`src/rtl/uart_param_recv.sv`:
```
// 8N1 UART receiver, LSB first, with two-flop input synchroniser and mid-bit sampling.
// Bit period is countOfStrobe+1 clock cycles, matching the companion transmitter.
module uart_param_recv #(
  parameter int unsigned countOfStrobe = 865
) (
  input  logic       i_clk,
  input  logic       i_rst,
  input  logic       i_rx,
  output logic [7:0] o_data,
  output logic       o_data_rdy,
  output logic       o_frame_err,
  output logic       o_busy
);

  localparam int unsigned CntW = $clog2(countOfStrobe + 1);
  localparam logic [CntW-1:0] HalfCnt = CntW'(countOfStrobe / 2);
  localparam logic [CntW-1:0] MaxCnt  = CntW'(countOfStrobe);

  typedef enum logic [2:0] {StIdle, StStart, StData, StStop, StBreak} state_e;

  state_e          r_state, w_state_d;
  logic [CntW-1:0] r_cnt, w_cnt_d;
  logic [3:0]      r_bitcnt, w_bitcnt_d;
  logic [7:0]      r_sh, w_sh_d;
  logic [7:0]      r_data, w_data_d;
  logic            r_data_rdy, w_data_rdy_d;
  logic            r_frame_err, w_frame_err_d;
  logic            r_rx_m, r_rx_s;

  always_ff @(posedge i_clk) begin
    if (i_rst) begin
      r_state     <= StIdle;
      r_cnt       <= '0;
      r_bitcnt    <= '0;
      r_sh        <= '0;
      r_data      <= '0;
      r_data_rdy  <= 1'b0;
      r_frame_err <= 1'b0;
      r_rx_m      <= 1'b1;
      r_rx_s      <= 1'b1;
    end else begin
      r_state     <= w_state_d;
      r_cnt       <= w_cnt_d;
      r_bitcnt    <= w_bitcnt_d;
      r_sh        <= w_sh_d;
      r_data      <= w_data_d;
      r_data_rdy  <= w_data_rdy_d;
      r_frame_err <= w_frame_err_d;
      r_rx_m      <= i_rx;
      r_rx_s      <= r_rx_m;
    end
  end

  always_comb begin
    w_state_d     = r_state;
    w_cnt_d       = r_cnt;
    w_bitcnt_d    = r_bitcnt;
    w_sh_d        = r_sh;
    w_data_d      = r_data;
    w_data_rdy_d  = 1'b0;
    w_frame_err_d = 1'b0;
    unique case (r_state)
      StIdle: begin
        if (!r_rx_s) begin
          w_state_d = StStart;
          w_cnt_d   = '0;
        end
      end
      StStart: begin
        if (r_cnt < HalfCnt) begin
          w_cnt_d = r_cnt + 1'b1;
        end else if (!r_rx_s) begin
          w_state_d  = StData;
          w_cnt_d    = '0;
          w_bitcnt_d = '0;
        end else begin
          // Low pulse too short to be a start bit.
          w_state_d = StIdle;
        end
      end
      StData: begin
        if (r_cnt < MaxCnt) begin
          w_cnt_d = r_cnt + 1'b1;
        end else begin
          w_sh_d     = {r_rx_s, r_sh[7:1]};
          w_cnt_d    = '0;
          w_bitcnt_d = r_bitcnt + 1'b1;
          if (r_bitcnt == 4'd7) begin
            w_state_d = StStop;
          end
        end
      end
      StStop: begin
        if (r_cnt < MaxCnt) begin
          w_cnt_d = r_cnt + 1'b1;
        end else if (r_rx_s) begin
          w_data_d     = r_sh;
          w_data_rdy_d = 1'b1;
          w_state_d    = StIdle;
        end else begin
          w_frame_err_d = 1'b1;
          w_state_d     = StBreak;
        end
      end
      StBreak: begin
        // Hold here while the line stays low so a break yields a single error.
        if (r_rx_s) begin
          w_state_d = StIdle;
        end
      end
      default: w_state_d = StIdle;
    endcase
  end

  assign o_data      = r_data;
  assign o_data_rdy  = r_data_rdy;
  assign o_frame_err = r_frame_err;
  assign o_busy      = (r_state != StIdle);

endmodule
```
`config.mk`:
```
export PLATFORM = sky130hd
export DESIGN_NAME = uart_param_recv
export DESIGN_NICKNAME = d
export VERILOG_FILES = /design/src/rtl/uart_param_recv.sv
export SDC_FILE = /design/constraint.sdc
export NUM_CORES = 1
export LEC_CHECK = 0
export CORE_MARGIN = 5
export CORE_UTILIZATION = 45
export CTS_CLUSTER_DIAMETER = 150
export CTS_CLUSTER_SIZE = 28
export DETAILED_ROUTE_END_ITERATION = 10
export SETUP_SLACK_MARGIN = 0.2
export SYNTH_ARGS = -nofsm -noshare
export SYNTH_HDL_FRONTEND = slang
export SYNTH_SLANG_ARGS = --single-unit
```
`constraint.sdc`:
```
create_clock -name i_clk -period 2.3 [get_ports i_clk]
set_clock_uncertainty 0.15 [all_clocks]
set_input_delay 0.345 -clock i_clk [delete_from_list [all_inputs] [get_ports i_clk]]
set_output_delay 0.345 -clock i_clk [all_outputs]
set_load 0.03 [all_outputs]
```
==> results of run 1 <==
-- synthesized netlist by cell type, types with 3 or more instances --
| master | instances | share of area |
|---|---|---|
| sky130_fd_sc_hd__a211o_1 | 5 | 0.025 |
| sky130_fd_sc_hd__a21oi_1 | 17 | 0.049 |
| sky130_fd_sc_hd__and3_1 | 4 | 0.014 |
| sky130_fd_sc_hd__buf_2 | 4 | 0.012 |
| sky130_fd_sc_hd__clkbuf_1 | 5 | 0.011 |
| sky130_fd_sc_hd__dfxtp_1 | 37 | 0.43 |
| sky130_fd_sc_hd__ha_1 | 3 | 0.022 |
| sky130_fd_sc_hd__inv_1 | 4 | 0.0086 |
| sky130_fd_sc_hd__mux2i_1 | 8 | 0.046 |
| sky130_fd_sc_hd__nand2_1 | 18 | 0.039 |
| sky130_fd_sc_hd__nand3_1 | 13 | 0.037 |
| sky130_fd_sc_hd__nor2_1 | 12 | 0.026 |
| sky130_fd_sc_hd__nor2b_1 | 5 | 0.018 |
| sky130_fd_sc_hd__nor3_1 | 7 | 0.020 |
| sky130_fd_sc_hd__nor3b_1 | 3 | 0.013 |
| sky130_fd_sc_hd__o21ai_0 | 7 | 0.020 |
| sky130_fd_sc_hd__or2_2 | 4 | 0.014 |
| sky130_fd_sc_hd__or3_1 | 5 | 0.018 |
-- power breakdown --
| group | switching (mW) | internal [mW] |
|---|---|---|
| Sequential | 0.00563 | 0.646 |
| Clock | 0.210 | 0.237 |
| Combinational | 0.0404 | 0.0334 |
| Total | 0.256 | 0.916 |
-- flip-flops by register name, summed over array words and instances (netlist names) --
register     count
r_sh             8
r_rx_m           1
r_state          3
o_data           8
r_bitcnt         4
r_rx_s           1
o_data_rdy       1
o_frame_err      1
r_cnt           10
-- final timing paths --
| check | startpoint | endpoint | slack, ns |
|---|---|---|---|
| setup / recovery | r_cnt[0] | r_cnt[9] | 0.24 |
| hold / removal | r_rx_m | r_rx_s | 0.26 |
| setup reg to reg | r_cnt[0] | r_cnt[9] | 0.24 |
| hold reg to reg | r_rx_m | r_rx_s | 0.26 |
-- per-layer routing --
| metal | wire, um | track usage |
|---|---|---|
| met1 | 1750 | 0.189 |
| met2 | 1770 | 0.238 |
| met3 | 83 | 0.0374 |
| met4 | 87 | 0.0752 |
| met5 | 0 | 0 |
-- repair_timing --
| action | 4_1_cts | 5_1_grt |
|---|---|---|
| gates cloned | 0 | 0 |
| hold buffers | 0 | 0 |
| resized for setup | 4 | 5 |
| setup endpoints to repair | 12 | 16 |
| pin swaps | 1 | 9 |
| buffers inserted | 0 | 4 |
-- per-stage QoR --
step	area (sq um)	utilization	power (mW)	hold slack, ns
after floorplan	1740	-	0.709	0.239
after global placement	1950	0.524	0.729	0.245
after detailed placement	1950	0.524	0.730	0.245
after CTS	2040	0.549	1.18	0.261
after global routing	2080	0.560	1.23	0.281
final	2080	0.560	1.17	0.259
-- cell type report --
type	count	area share
tap	48	0.0288
inverter	4	0.00721
multi-input combinational	145	0.455
timing repair buffer	26	0.111
sequential	37	0.357
clock buffer	7	0.0415
-- critical path, stage by stage (launching register included) --
cell,delay (ns)
sky130_fd_sc_hd__dfxtp_2,0.34
sky130_fd_sc_hd__inv_2,0.05
sky130_fd_sc_hd__ha_2,0.15
sky130_fd_sc_hd__nor4b_4,0.24
sky130_fd_sc_hd__o21ai_2,0.15
sky130_fd_sc_hd__a221oi_4,0.44
sky130_fd_sc_hd__nor3b_2,0.09
sky130_fd_sc_hd__or3_1,0.34
-- placed cells by master (no fill, tap or decap), drive strengths merged, types with 2 or more instances in the layout --
cell and count:
clkdlybuf4s50 12, mux2i 8, dfxtp 37, clkbuf 7
o21ai 10, nand2 18, a31oi 2, nor3 7
a211oi 3, nand3 13, nor2b 5, a311oi 2
ha 3, a21oi 17, inv 4, nand2b 2
a211o 5, nor2 13, nand4 2, buf 13
or3 5, nor3b 3, or2 4, and3 4
-- cell families after synthesis --
kind of cell	after synthesis	share of synthesized area
AO/OA/AOI/OAI	50	0.206
XOR/XNOR	1	0.00503
flip-flops	37	0.426
adder cells (fa/ha/maj)	3	0.0216
buffers and inverters	15	0.0374
multiplexers	8	0.0460
AND/OR/NAND/NOR	83	0.259
==> impl_metrics.tcl, run 1 <==
set metrics [dict create \
    run_status "finished clean" \
    data_arrival_at_the_endpoint_of_the_critical_path_ns 2.09 \
    dp.cells 256 \
    drive_above_1_share 0.169 \
    mean_area_per_synthesized_cell_sq_um 8.83 \
    buffer_ports.inserted 13 \
    standard_cell_row_count 22 \
    worstSkewPairLatency_ns 0.29 \
    floorplan.initialDensity 0.468 \
    half_perimeter_wire_length_of_the_detailed_placement_result_um 2660 \
    synth-seq-area-share 0.426 \
    flow.area_growth_from_synthesis_pct 19.6 \
    share_of_synthesized_flip_flops_with_an_asynchronous_set_or_reset 0 \
    setup_total_negative_slack_ns 0 \
    grt_max_degree 22 \
    worst-r2r-cell-count 7 \
    setup.worst_path.start_class "flip-flop" \
    max-clock-path-buffers 2 \
    root_buffer "sky130_fd_sc_hd__clkbuf_8" \
    cts_tree "built" \
    worst_ir_drop_vdd_v 0.000247 \
    report.final.hold_viol_count 0 \
    cts.clk_slew.worst_paths_ns 0.07 \
    multi_input_area_sq_um 947 \
    dr.first_iter.drc_count 135 \
    route.antenna.remaining_nets 0 \
    cap_violations 0 \
    design.portCount 14 \
    total_number_of_vias 1474 \
    regArea_sq_um 743 \
    wirelength_um 3690 \
    crit_fanout 4 \
    design.die.area_sq_um 5210 \
    timing.max_slew.rel_slack 0.693 \
    netlist_area_pre_place_sq_um 1740 \
    groute.usage.overall 0.150 \
    wl_per_cell_um 13.8 \
    tritoncts.num_buffers 5 \
    fillers 354 \
    drt_first_pass_iters 4 \
    grt_pass1_wl_um 6210 \
    die_height_um 72.2 \
    clock-sinks 37 \
    nets 225 \
    htree_levels 2 \
    timing.final.crit_share 0.896 \
    fp.coreArea_sq_um 3720 \
    hold_path_depth 1 \
    final_critical_path_setup_slack_ns 0.239 \
    setup_viol 0 \
    globalRoute.totalOverflow 0 \
    power.density_cell_area_nw_per_um2 563 \
    post-route-drc-count 0 \
    syn_inst 197 \
    max_freq_ghz 0.485 \
    critical_path_class "reg -> reg" \
    maxSlewViolCount 0 \
    number_of_antenna_violations_at_the_first_check_in_global_routing 0 \
    synthesis.yosys.warnings 0 \
    dominantRegCellSynth "sky130_fd_sc_hd__dfxtp_1" \
    ys_ff_latch 37 \
    rsz_0062_raised_after_global_routing "yes" \
    hp-class "reg -> reg" \
    cp-end-kind "flip-flop" \
    syn-num-nets 203 \
    number_of_synthesized_flops_with_an_enable_pin 0 \
    grt_pass1_vias 1365 \
    dieWidth_um 72.2 \
    post-place-ws_ns 0.156 \
    post-route-min-period_ns 2.06 \
    final-instance-count-excl-fill 267 \
    routability_cong 0.862 \
    yosys.cell_types.count 48 \
    antenna_cells 0 \
    drt-vias-per-instance 5.52 \
    timing_worst_slew_pin_value_ns 0.459 \
    power.leakage_nw 0.776 \
    timing.critical_path.required_ns 2.32 \
]
Note: power is estimated with default switching activity, not from simulation.
==> inputs of run 2 (changes only) <==
--- a/config.mk
+++ b/config.mk
@@ -14,3 +14,4 @@
 export SYNTH_ARGS = -nofsm -noshare
 export SYNTH_HDL_FRONTEND = slang
 export SYNTH_SLANG_ARGS = --single-unit
+export TNS_END_PERCENT = 50
==> run 2 against run 1 <==
Setup slack better by 0.0012 ns. Sequential power about the same. Fmax about the same. Utilization unchanged. Cell count unchanged. Non-clock buffer count unchanged. Critical endpoint unchanged. Largest cell class unchanged. Highest routed layer unchanged.
==> impl_metrics.tcl, run 2 (synthesized netlist as in run 1, its figures left out) <==
set metrics [dict create \
    utilization 0.560 \
    design.die.area_sq_um 5210 \
    stdcell_area_sq_um 2080 \
    grt_pass1_wl_um 6210 \
    postCtsHoldBufs 0 \
    reg2reg_setup_slack_ns 0.24 \
    antenna_cells 0 \
    registers.top_by_ff_count "r_cnt" \
    globalRoute.totalOverflow 0 \
    htree_levels 2 \
    post-route-min-period_ns 2.06 \
    wl_per_cell_um 13.9 \
    largest_register_ffs 10 \
    regArea_sq_um 743 \
    worst_r2r_endpoint "r_cnt[9]" \
    setup_viol 0 \
    wirelength_um 3700 \
    buffer_ports.inserted 13 \
    place_area_sq_um 1950 \
    tritoncts.num_buffers 5 \
    design.portCount 14 \
    hold_path.startpoint "r_rx_m" \
    critical_path.top_delay_family "simple AND/OR/NAND/NOR gates" \
    setup.worst_path.start_class "flip-flop" \
    timing.final.crit_share 0.896 \
    dr.first_iter.drc_count 115 \
    route.antenna.remaining_nets 0 \
    max_freq_ghz 0.485 \
    flow.area_growth_from_synthesis_pct 19.6 \
    fillers 354 \
    post-route-drc-count 0 \
    data_arrival_at_the_endpoint_of_the_critical_path_ns 2.09 \
    standard_cell_row_count 22 \
    hold_path_depth 1 \
    setup_total_negative_slack_ns 0 \
    die_height_um 72.2 \
    grt_max_degree 22 \
    root_buffer "sky130_fd_sc_hd__clkbuf_8" \
    clock-sinks 37 \
    floorplan.initialDensity 0.468 \
    post-place-ws_ns 0.156 \
    hp-class "reg -> reg" \
    worst-r2r-cell-count 7 \
    worstSkewPairLatency_ns 0.29 \
    critical_path_class "reg -> reg" \
    total_number_of_vias 1486 \
    max-clock-path-buffers 2 \
    drt-vias-per-instance 5.57 \
    worst_path_max_delay_cell "sky130_fd_sc_hd__a221oi_4" \
    crit_chain "inv_2 -> ha_2 -> nor4b_4 -> o21ai_2 -> a221oi_4 -> nor3b_2 -> or3_1" \
    timing.critical_path.required_ns 2.33 \
    cts_tree "built" \
    nets 225 \
    drt_first_pass_iters 4 \
    final_critical_path_setup_slack_ns 0.240 \
    crit-reg2reg-launch "r_cnt[0]" \
    half_perimeter_wire_length_of_the_detailed_placement_result_um 2660 \
    worst_path_largest_cell_delay_ns 0.44 \
    power.density_cell_area_nw_per_um2 564 \
    cp-end-kind "flip-flop" \
    cap_violations 0 \
    drive_above_1_share 0.169 \
    routability_cong 0.862 \
    multi_input_area_sq_um 947 \
    fp.coreArea_sq_um 3720 \
    worst_ir_drop_vdd_v 0.000247 \
    run_status "finished clean" \
    maxSlewViolCount 0 \
    cp_num_buf_inv 1 \
    timing.max_slew.rel_slack 0.689 \
    layout_commonest_cell "sky130_fd_sc_hd__dfxtp_1" \
    grt_pass1_vias 1365 \
    holdPathEnd "r_rx_s" \
    worst_slack_on_hold_paths_ns 0.259 \
    rsz_0062_raised_after_global_routing "yes" \
    groute.usage.overall 0.150 \
    crit_fanout 4 \
    dieWidth_um 72.2 \
    cts.clk_slew.worst_paths_ns 0.07 \
    timing_worst_slew_pin_value_ns 0.465 \
    report.final.hold_viol_count 0 \
    power.leakage_nw 0.776 \
    final_cell_mix "35 x sky130_fd_sc_hd__dfxtp_1, 18 x sky130_fd_sc_hd__nand2_1, 17 x sky130_fd_sc_hd__a21oi_1" \
    number_of_antenna_violations_at_the_first_check_in_global_routing 0 \
]
run 2: cell counts in the layout (fill, tap and decap cells not counted):
No cell type changed its count.
run 2: metal layers:
| metal | global-route usage | up-vias | routed length (um) |
|---|---|---|---|
| met4 | 0.0752 | 0 | 87 |
| met2 | 0.238 | 22 | 1760 |
| met5 | 0 | - | 0 |
| li1 | - | 757 | - |
| met1 | 0.189 | 699 | 1740 |
| met3 | 0.0374 | 8 | 108 |
run 2: cell type report:
cell class | count | area share
Multi-Input combinational cell | 145 | 0.455
Sequential cell | 37 | 0.357
Timing Repair Buffer | 26 | 0.111
Clock buffer | 7 | 0.0415
Tap cell | 48 | 0.0288
Inverter | 4 | 0.00721
run 2: through the flow:
step / total power, mW / instances
global route: 1.23 / 267
global placement: 0.729 / 256
floorplan: 0.709 / 197
detailed placement: 0.730 / 256
CTS: 1.18 / 263
finish: 1.17 / 267
run 2: power by group:
part	internal (mW)	leakage, nW	switching [mW]
combinational	0.0334	0.432	0.0405
clock	0.237	0.0443	0.211
sequential	0.646	0.300	0.00564
run 2: worst max path at each step:
stage / start / endpoint / slack (ns) / depth (start not counted)
finish: r_cnt[0] / r_cnt[9] / 0.24 / 7
global route: r_cnt[0] / r_cnt[9] / 0.12 / 7
CTS: r_cnt[0] / r_cnt[6] / 0.21 / 7
detailed placement: r_cnt[0] / o_data[4] / 0.16 / 9
global placement: r_cnt[0] / r_cnt[6] / 0.23 / 7
floorplan: r_cnt[0] / r_cnt[6] / 0.38 / 7
run 2: timing repair:
item / CTS / global route
pin swaps: 1 / 8
buffers inserted: 0 / 4
setup endpoints to repair: 12 / 16
gates resized for setup: 4 / 5
hold endpoints to repair: 0 / 0
==> inputs of run 3 (changes only) <==
--- a/config.mk
+++ b/config.mk
@@ -10,6 +10,7 @@
 export CTS_CLUSTER_DIAMETER = 150
 export CTS_CLUSTER_SIZE = 28
 export DETAILED_ROUTE_END_ITERATION = 10
+export MAX_ROUTING_LAYER = met4
 export SETUP_SLACK_MARGIN = 0.2
 export SYNTH_ARGS = -nofsm -noshare
 export SYNTH_HDL_FRONTEND = slang
==> run 3 against run 2 <==
Clock power hardly changed. Die area stayed put. Cell area stayed put. Critical path depth stayed put. Register-to-register slack hardly changed. Combinational power hardly changed. Count of clock-buffer cells in the layout stayed put. Wire length is 0.62% lower. Utilization stayed put. Fmax hardly changed. Sequential share of layout area stayed put. Global-route usage is 0.38 points higher.
==> impl_metrics.tcl, run 3 (synthesized netlist as in run 1, its figures left out) <==
set metrics [dict create \
    maxSlewViolCount 0 \
    worst_ir_drop_vdd_v 0.000247 \
    design.portCount 14 \
    grt_busiest_layer "met2" \
    run_status "finished clean" \
    layout_commonest_cell "sky130_fd_sc_hd__dfxtp_1" \
    flow.area_growth_from_synthesis_pct 19.6 \
    power.leakage_nw 0.776 \
    htree_levels 2 \
    utilization 0.560 \
    rsz_0062_raised_after_global_routing "yes" \
    standard_cell_row_count 22 \
    crit-reg2reg-launch "r_cnt[0]" \
    post-route-drc-count 0 \
    total_power_mw 1.17 \
    drt-vias-per-instance 5.60 \
    setup.worst_path.start_class "flip-flop" \
    hold_path.startpoint "r_rx_m" \
    die_height_um 72.2 \
    groute.usage.overall 0.154 \
    half_perimeter_wire_length_of_the_detailed_placement_result_um 2660 \
    cap_violations 0 \
    grt_pass1_wl_um 6210 \
    total_number_of_vias 1496 \
    power.density_cell_area_nw_per_um2 563 \
    dr.first_iter.drc_count 106 \
    timing_worst_slew_pin_value_ns 0.453 \
    grt.met2_usage 0.237 \
    groute.layer.met3.usage 0.0332 \
    clock-sinks 37 \
    timing.critical_path.required_ns 2.32 \
    grt_pass1_vias 1361 \
    globalRoute.totalOverflow 0 \
    routability_cong 0.876 \
    hp-class "reg -> reg" \
    cp-end-kind "flip-flop" \
    gr-usage-met1 0.191 \
    fp.coreArea_sq_um 3720 \
    floorplan.initialDensity 0.468 \
    final_cell_mix "35 x sky130_fd_sc_hd__dfxtp_1, 18 x sky130_fd_sc_hd__nand2_1, 17 x sky130_fd_sc_hd__a21oi_1" \
    max-clock-path-buffers 2 \
    grt_max_degree 22 \
    crit_fanout 4 \
    number_of_antenna_violations_at_the_first_check_in_global_routing 0 \
    cts.clk_slew.worst_paths_ns 0.07 \
    timing.final.crit_share 0.896 \
    dieWidth_um 72.2 \
    tritoncts.num_buffers 5 \
    worst-r2r-cell-count 7 \
    hold_path_depth 1 \
    largest_register_ffs 10 \
    worstSkewPairLatency_ns 0.29 \
    route.antenna.remaining_nets 0 \
    cts_tree "built" \
    buffer_ports.inserted 13 \
    timing.max_slew.rel_slack 0.698 \
    drive_above_1_share 0.169 \
    max_freq_ghz 0.485 \
    critical_path_class "reg -> reg" \
    setup_viol 0 \
    data_arrival_at_the_endpoint_of_the_critical_path_ns 2.09 \
    wl_per_cell_um 13.8 \
    setup.worst_path.start "r_cnt[0]" \
    drt_first_pass_iters 5 \
    wirelength_um 3680 \
    setup_total_negative_slack_ns 0 \
    post-route-min-period_ns 2.06 \
    final_critical_path_setup_slack_ns 0.240 \
    antenna_cells 0 \
    nets 225 \
    registers.top_by_ff_count "r_cnt" \
    design.die.area_sq_um 5210 \
    postCtsHoldBufs 0 \
    report.final.hold_viol_count 0 \
    post-place-ws_ns 0.156 \
    root_buffer "sky130_fd_sc_hd__clkbuf_8" \
]
## run 3: cell counts in the layout (fill, tap and decap cells not counted)
Identical to the previous run, type by type.
## run 3: per-layer routing
layer,vias to the layer above,wire [um],part of all wire
met5,-,0,0
met4,0,61,0.017
met3,6,116,0.032
met2,21,1770,0.48
met1,713,1730,0.47
li1,756,-,-
## run 3: critical path, cell delays in order (launching register included)
cell                       delay, ns
sky130_fd_sc_hd__dfxtp_2        0.34
sky130_fd_sc_hd__inv_2          0.05
sky130_fd_sc_hd__ha_2           0.15
sky130_fd_sc_hd__nor4b_4        0.24
sky130_fd_sc_hd__o21ai_2        0.15
sky130_fd_sc_hd__a221oi_4       0.44
sky130_fd_sc_hd__nor3b_2        0.09
sky130_fd_sc_hd__or3_1          0.34
## run 3: final timing paths
path,endpoint,slack (ns)
hold / removal,r_rx_s,0.26
setup / recovery,r_cnt[9],0.24
setup reg to reg,r_cnt[9],0.24
hold reg to reg,r_rx_s,0.26
## run 3: stage by stage
step | instance area [sq um] | hold slack, ns | std cells
global route | 2080 | 0.281 | 267
global placement | 1950 | 0.245 | 256
floorplan | 1740 | 0.239 | 197
finish | 2080 | 0.259 | 267
CTS | 2040 | 0.261 | 263
detailed placement | 1950 | 0.245 | 256
## run 3: timing repair
action	CTS	global route
gates resized for setup	4	5
buffers inserted	0	4
pin swaps	1	8
endpoints found under the setup margin	12	16
hold endpoints to repair	0	0
## run 3: power breakdown
part	switching [mW]	leakage [nW]	internal (mW)	total, mW
clock	0.211	0.0443	0.237	0.448
sequential	0.00563	0.300	0.646	0.651
combinational	0.0404	0.432	0.0334	0.0738
## run 3: final cells by class
cell class              count  area, sq um
fillers                   354         1630
multi-input cells         145          947
inverters                   4         15.0
flip-flops and latches     37          743
clock buffers               7         86.3
repair buffers             26          230
well taps                  48         60.1
